**config.mk**
```make
export PLATFORM = sky130hd
export DESIGN_NAME = sram_frame_scheduler
export DESIGN_NICKNAME = d
export VERILOG_FILES = /design/src/rtl/sram_frame_scheduler.sv
export SDC_FILE = /design/constraint.sdc
export NUM_CORES = 1
export LEC_CHECK = 0
export CORE_MARGIN = 8
export CORE_UTILIZATION = 39
export DETAILED_ROUTE_END_ITERATION = 8
export PLACE_DENSITY_LB_ADDON = 0.12
export SYNTH_ARGS = -nofsm -noshare
export SYNTH_HDL_FRONTEND = slang
export SYNTH_SLANG_ARGS = --single-unit
```
**constraint.sdc**
```tcl
create_clock -name clock_i -period 1.7 [get_ports clock_i]
set_input_delay 0.34 -clock clock_i [delete_from_list [all_inputs] [get_ports clock_i]]
set_output_delay 0.34 -clock clock_i [all_outputs]
set_load 0.02 [all_outputs]
```
**src/rtl/sram_frame_scheduler.sv**
```systemverilog
//------------------------------------------------------------------------------
// Module      : sram_frame_scheduler
// Description : Grants exclusive full-frame write/read phases to the SRAM image
//               controller and drives its reset and configuration. The optional
//               phase watchdog is enabled by defining SRAM_SCHED_TIMEOUT_EN.
// Revision    : 1.0 - initial release
//------------------------------------------------------------------------------
`default_nettype none

module sram_frame_scheduler #(
    parameter int ADDR_W         = 13,
    parameter int SIZE_W         = 23,
    parameter int LOAD_CYCLES    = 2,
    parameter int TIMEOUT_CYCLES = 1048576
) (
    input  logic              clock_i,
    input  logic              reset_i,
    input  logic [SIZE_W-1:0] cfg_image_size_i,
    input  logic [ADDR_W-1:0] cfg_base_addr_i,
    input  logic              cfg_update_i,
    input  logic              wr_req_i,
    input  logic              wr_done_i,
    input  logic              rd_req_i,
    input  logic              rd_done_i,
    output logic              wr_grant_o,
    output logic              rd_grant_o,
    output logic              ctrl_reset_n_o,
    output logic [ADDR_W-1:0] ctrl_start_addr_o,
    output logic [SIZE_W-1:0] ctrl_image_size_o,
    output logic              frame_ready_o,
    output logic              busy_o,
    output logic [15:0]       drop_count_o,
    output logic              timeout_flag_o
);

    typedef enum logic [2:0] {
        S_LOAD  = 3'd0,
        S_IDLE  = 3'd1,
        S_WRITE = 3'd2,
        S_WGAP  = 3'd3,
        S_READ  = 3'd4,
        S_RGAP  = 3'd5
    } state_t;

    localparam int                LCNT_W    = (LOAD_CYCLES > 1) ? $clog2(LOAD_CYCLES) : 1;
    localparam logic [LCNT_W-1:0] LOAD_LAST = LCNT_W'(LOAD_CYCLES - 1);
    localparam logic [LCNT_W-1:0] LCNT_ONE  = LCNT_W'(1);

    state_t              state_q;
    logic [LCNT_W-1:0]   load_cnt_q;
    logic                ctrl_reset_n_q;
    logic [ADDR_W-1:0]   start_addr_q;
    logic [SIZE_W-1:0]   image_size_q;
    logic                wr_grant_q;
    logic                rd_grant_q;
    logic                frame_ready_q;
    logic [15:0]         drop_count_q;
    logic [15:0]         drop_count_d;
    logic                wr_drop;
    logic                wr_abort;
    logic                rd_abort;
    logic                cfg_accept;

    // A write request is only accepted from idle with no frame pending and no reload.
    always_comb begin
        wr_drop = 1'b0;
        if (wr_req_i) begin
            if (state_q != S_IDLE) begin
                wr_drop = 1'b1;
            end else if (cfg_update_i || frame_ready_q) begin
                wr_drop = 1'b1;
            end
        end
    end

    assign cfg_accept = (state_q == S_IDLE) && cfg_update_i;

    always_comb begin
        drop_count_d = drop_count_q;
        if (wr_drop && (drop_count_q != 16'hFFFF)) begin
            drop_count_d = drop_count_q + 16'd1;
        end
    end

    always_ff @(posedge clock_i) begin
        if (reset_i) begin
            drop_count_q <= 16'd0;
        end else begin
            drop_count_q <= drop_count_d;
        end
    end

`ifdef SRAM_SCHED_TIMEOUT_EN
    logic [31:0] phase_cnt_q;
    logic        timeout_flag_q;
    logic        phase_expired;

    assign phase_expired = (phase_cnt_q == 32'(TIMEOUT_CYCLES - 1));
    assign wr_abort      = (state_q == S_WRITE) && !wr_done_i && phase_expired;
    assign rd_abort      = (state_q == S_READ)  && !rd_done_i && phase_expired;

    // Every phase is entered from idle, so the counter is already clear on entry.
    always_ff @(posedge clock_i) begin
        if (reset_i) begin
            phase_cnt_q <= 32'd0;
        end else if ((state_q == S_WRITE) || (state_q == S_READ)) begin
            phase_cnt_q <= phase_cnt_q + 32'd1;
        end else begin
            phase_cnt_q <= 32'd0;
        end
    end

    always_ff @(posedge clock_i) begin
        if (reset_i) begin
            timeout_flag_q <= 1'b0;
        end else if (cfg_accept) begin
            timeout_flag_q <= 1'b0;
        end else if (wr_abort || rd_abort) begin
            timeout_flag_q <= 1'b1;
        end
    end

    assign timeout_flag_o = timeout_flag_q;
`else
    logic unused_timeout_cfg;

    assign unused_timeout_cfg = (TIMEOUT_CYCLES == 0);
    assign wr_abort           = 1'b0;
    assign rd_abort           = 1'b0;
    assign timeout_flag_o     = 1'b0;
`endif

    always_ff @(posedge clock_i) begin
        if (reset_i) begin
            state_q        <= S_LOAD;
            load_cnt_q     <= '0;
            ctrl_reset_n_q <= 1'b0;
            start_addr_q   <= '0;
            image_size_q   <= '0;
            wr_grant_q     <= 1'b0;
            rd_grant_q     <= 1'b0;
            frame_ready_q  <= 1'b0;
        end else begin
            case (state_q)
                S_LOAD: begin
                    if (load_cnt_q == '0) begin
                        start_addr_q <= cfg_base_addr_i;
                        image_size_q <= cfg_image_size_i;
                    end
                    if (load_cnt_q == LOAD_LAST) begin
                        load_cnt_q     <= '0;
                        ctrl_reset_n_q <= 1'b1;
                        state_q        <= S_IDLE;
                    end else begin
                        load_cnt_q <= load_cnt_q + LCNT_ONE;
                    end
                end
                S_IDLE: begin
                    if (cfg_update_i) begin
                        frame_ready_q  <= 1'b0;
                        ctrl_reset_n_q <= 1'b0;
                        load_cnt_q     <= '0;
                        state_q        <= S_LOAD;
                    end else if (rd_req_i && frame_ready_q) begin
                        rd_grant_q <= 1'b1;
                        state_q    <= S_READ;
                    end else if (wr_req_i && !frame_ready_q) begin
                        wr_grant_q <= 1'b1;
                        state_q    <= S_WRITE;
                    end
                end
                S_WRITE: begin
                    if (wr_done_i) begin
                        wr_grant_q    <= 1'b0;
                        frame_ready_q <= 1'b1;
                        state_q       <= S_WGAP;
                    end else if (wr_abort) begin
                        // A partially written frame is useless; re-reset the controller.
                        wr_grant_q     <= 1'b0;
                        frame_ready_q  <= 1'b0;
                        ctrl_reset_n_q <= 1'b0;
                        load_cnt_q     <= '0;
                        state_q        <= S_LOAD;
                    end
                end
                S_READ: begin
                    if (rd_done_i) begin
                        rd_grant_q    <= 1'b0;
                        frame_ready_q <= 1'b0;
                        state_q       <= S_RGAP;
                    end else if (rd_abort) begin
                        rd_grant_q     <= 1'b0;
                        frame_ready_q  <= 1'b0;
                        ctrl_reset_n_q <= 1'b0;
                        load_cnt_q     <= '0;
                        state_q        <= S_LOAD;
                    end
                end
                S_WGAP: begin
                    state_q <= S_IDLE;
                end
                S_RGAP: begin
                    state_q <= S_IDLE;
                end
                default: begin
                    wr_grant_q     <= 1'b0;
                    rd_grant_q     <= 1'b0;
                    ctrl_reset_n_q <= 1'b0;
                    load_cnt_q     <= '0;
                    state_q        <= S_LOAD;
                end
            endcase
        end
    end

    assign wr_grant_o        = wr_grant_q;
    assign rd_grant_o        = rd_grant_q;
    assign ctrl_reset_n_o    = ctrl_reset_n_q;
    assign ctrl_start_addr_o = start_addr_q;
    assign ctrl_image_size_o = image_size_q;
    assign frame_ready_o     = frame_ready_q;
    assign busy_o            = (state_q != S_IDLE);
    assign drop_count_o      = drop_count_q;

    a_grants_exclusive : assert property (@(posedge clock_i) disable iff (reset_i)
        !(wr_grant_q && rd_grant_q));

    a_no_wr_regrant : assert property (@(posedge clock_i) disable iff (reset_i)
        ($fell(wr_grant_q) |=> !wr_grant_q));

    a_no_rd_regrant : assert property (@(posedge clock_i) disable iff (reset_i)
        ($fell(rd_grant_q) |=> !rd_grant_q));

endmodule

`default_nettype wire

```
==> results_dict.tcl <==
set metrics [dict create \
    outcome "complete, no violations" \
    ys_top_cells_by_count "78 x nand2_1, 60 x dfxtp_1, 55 x a21oi_1" \
    via_per_inst 5.10 \
    holdPathStages 2 \
    n_antenna_cell 0 \
    cellInternalPower_mw 4.03 \
    io_pins 101 \
    drv_cap 0 \
    grt_pass1_wl_um 12900 \
    synth_cell_types 48 \
    clockPowerShare 0.256 \
    rows 30 \
    vias 2699 \
    reg2reg_depth 5 \
    die_h_um 98.1 \
    final-setup-viol-count 0 \
    fin_ws_ps 2.14 \
    finalHoldViolations 0 \
    setup_tns_ps 0 \
    yosys_warnings 0 \
    wl_per_cell_um 15.1 \
    r2r-end "drop_count_o[9]" \
    p_sw_frac 0.357 \
    cp_max_fo 6 \
    grt_max_degree 37 \
    ys_seq_elements 60 \
    drive_gt1_frac 0.156 \
    clockBufferDepth 2 \
    cts_tree "built" \
    synth_seq_area_share 0.457 \
    p_switching_mw 2.24 \
    worstSetupStartpointType "input port" \
    grt_overflow 0 \
    syn_area_per_cell_um2 8.09 \
    dieArea_mm2 0.00962 \
    antenna_left 0 \
    cts_buffers 9 \
    vdd_drop_max_mv 0.806 \
    cts.sinks 60 \
    netlist_area_mm2 0.00263 \
    coreArea_mm2 0.00664 \
    hold_start "reset_i" \
    grt.total_usage 0.163 \
    synth_top_area_share 0.457 \
    maxSlewViolCount 0 \
    insertion_delay_ps 330 \
    dp_hpwl_um 5580 \
    fin_crit_sh 0.999 \
    grt_pass1_vias 2610 \
    pre_cts_slack_ps -323 \
    yosys.area.top_type "dfxtp_1" \
    antenna_found_initial 0 \
    start_util 0.396 \
    p_leak_nw 1.74 \
    synth_nets 369 \
    fmax_ghz 0.589 \
    die_w_um 98.1 \
    synthFlopType "dfxtp_1" \
    crit_arrival_ps 1960 \
    clk_pin_slew_ps 70 \
    end_kind "flip-flop" \
    drc 0 \
    crit_required_ps 1960 \
    regToRegSetupSlack_ps 60 \
    nets 488 \
    hold_slack_ps 439 \
    combPwrFrac 0.430 \
    drtIter0Drc 98 \
    final_util 0.628 \
    reg2reg_from "state_q[2]" \
    first_pass_iters 4 \
    syn_inst 325 \
    place.port_buffers 99 \
    powerDensity_mw_per_mm2 1500 \
    hp-class "input port to flip-flop" \
    dpl_cell_area_mm2 0.00383 \
    cts_root_buf "clkbuf_8" \
    final_area_mm2 0.00417 \
    place_congestion 0.842 \
    synth-async-reset-ratio 0 \
    power_frac_seq 0.313 \
    critical_path_class "input port to flip-flop" \
    synth.most_common_cell "nand2_1" \
    skew_ps 7.47 \
    period_minus_slack_ps 1700 \
    synth_edf_count 0 \
    htreeDepth 3 \
    whs_endpoint "load_cnt_q" \
    drt_wl_total_um 8000 \
    area_growth_pct 58.8 \
    synthTopCellsByArea "dfxtp_1 46%, nand2_1 11%, a21oi_1 10%, o31ai_1 2.6%, clkbuf_1 2.4%" \
]
## routing by layer
layer,up-vias,routed length (um),track usage
li1,1375,-,-
met1,1238,3380,0.185
met2,71,3750,0.256
met3,15,701,0.0825
met4,0,161,0.0600
met5,-,0,0
## what timing repair did
| action | CTS | global route |
|---|---|---|
| cloned | 0 | 2 |
| setup endpoints to repair | 17 | 21 |
| resized for setup | 21 | 23 |
| pin swaps | 0 | 8 |
| hold buffers | 0 | 0 |
| buffers inserted | 0 | 5 |
## power groups by stage
stage               Combinational (mW)  Clock [mW]  Sequential, mW
floorplan                         1.11           0            2.36
CTS                               2.74        1.65            1.96
global route                      2.96        1.71            2.01
detailed placement                2.74           0            1.99
finish                            2.70        1.60            1.96
global placement                  2.72           0            1.97
## sequential cells by signal (all words and copies together), names as in the netlist
signal,count
ctrl_image_size_o,23
ctrl_reset_n_o,1
ctrl_start_addr_o,13
drop_count_o,16
frame_ready_o,1
load_cnt_q,1
rd_grant_o,1
state_q,3
wr_grant_o,1
## area by class of cell
class,count,area (um2)
Clock buffer,12,155
Clock inverter,4,95.1
Fill cell,589,2470
Inverter,5,18.8
Multi-Input combinational cell,237,1340
Sequential cell,60,1210
Tap cell,80,100
Timing Repair Buffer,131,1260
## how the worst max path moves through the flow
stage / startpoint / end / cells after the start
after CTS: drop_count_o[15] / drop_count_o[15] / 1
after detailed placement: wr_req_i / drop_count_o[7] / 6
after floorplan: state_q[1] / drop_count_o[11] / 7
after global placement: cfg_update_i / drop_count_o[11] / 6
final: wr_req_i / drop_count_o[13] / 6
after global routing: wr_req_i / drop_count_o[7] / 6
## per-stage QoR
| stage | cells | power [mW] |
|---|---|---|
| finish | 529 | 6.27 |
| global route | 529 | 6.68 |
| CTS | 522 | 6.35 |
| detailed placement | 506 | 4.73 |
| global placement | 506 | 4.69 |
| floorplan | 325 | 3.47 |
## layout by cell type, fill, tap and decap left out, types with 5 or more instances in the layout
cell type         n
clkbuf_8         11
buf_4            28
nor2b_1           5
nor2_1            7
a21oi_1          54
clkdlybuf4s50_1  73
nand2_1          78
o21ai_0          11
dlygate4sd2_1    16
or4_1             6
o31ai_1           9
dlymetal6s2s_1    8
nand3_1           7
dfxtp_1          56
## kinds of logic (layout without fill, tap and decap cells)
| group | Yosys count | count (layout) | synth area share |
|---|---|---|---|
| other | 1 | 1 | 0.00143 |
| AND/OR/NAND/NOR | 139 | 139 | 0.262 |
| flip-flops | 60 | 60 | 0.457 |
| buffers and inverters | 28 | 152 | 0.0528 |
| adder cells (fa/ha/maj) | 1 | 1 | 0.00476 |
| AO/OA/AOI/OAI | 94 | 94 | 0.214 |
| multiplexers | 2 | 2 | 0.00762 |
## worst max-delay path, cell delays in order
cell and delay, ps:
clkdlybuf4s50_1 490, and4_4 240, o211ai_4 80, buf_4 170
or4_1 490, a21oi_1 140
Power figures use the tool's default switching activity.
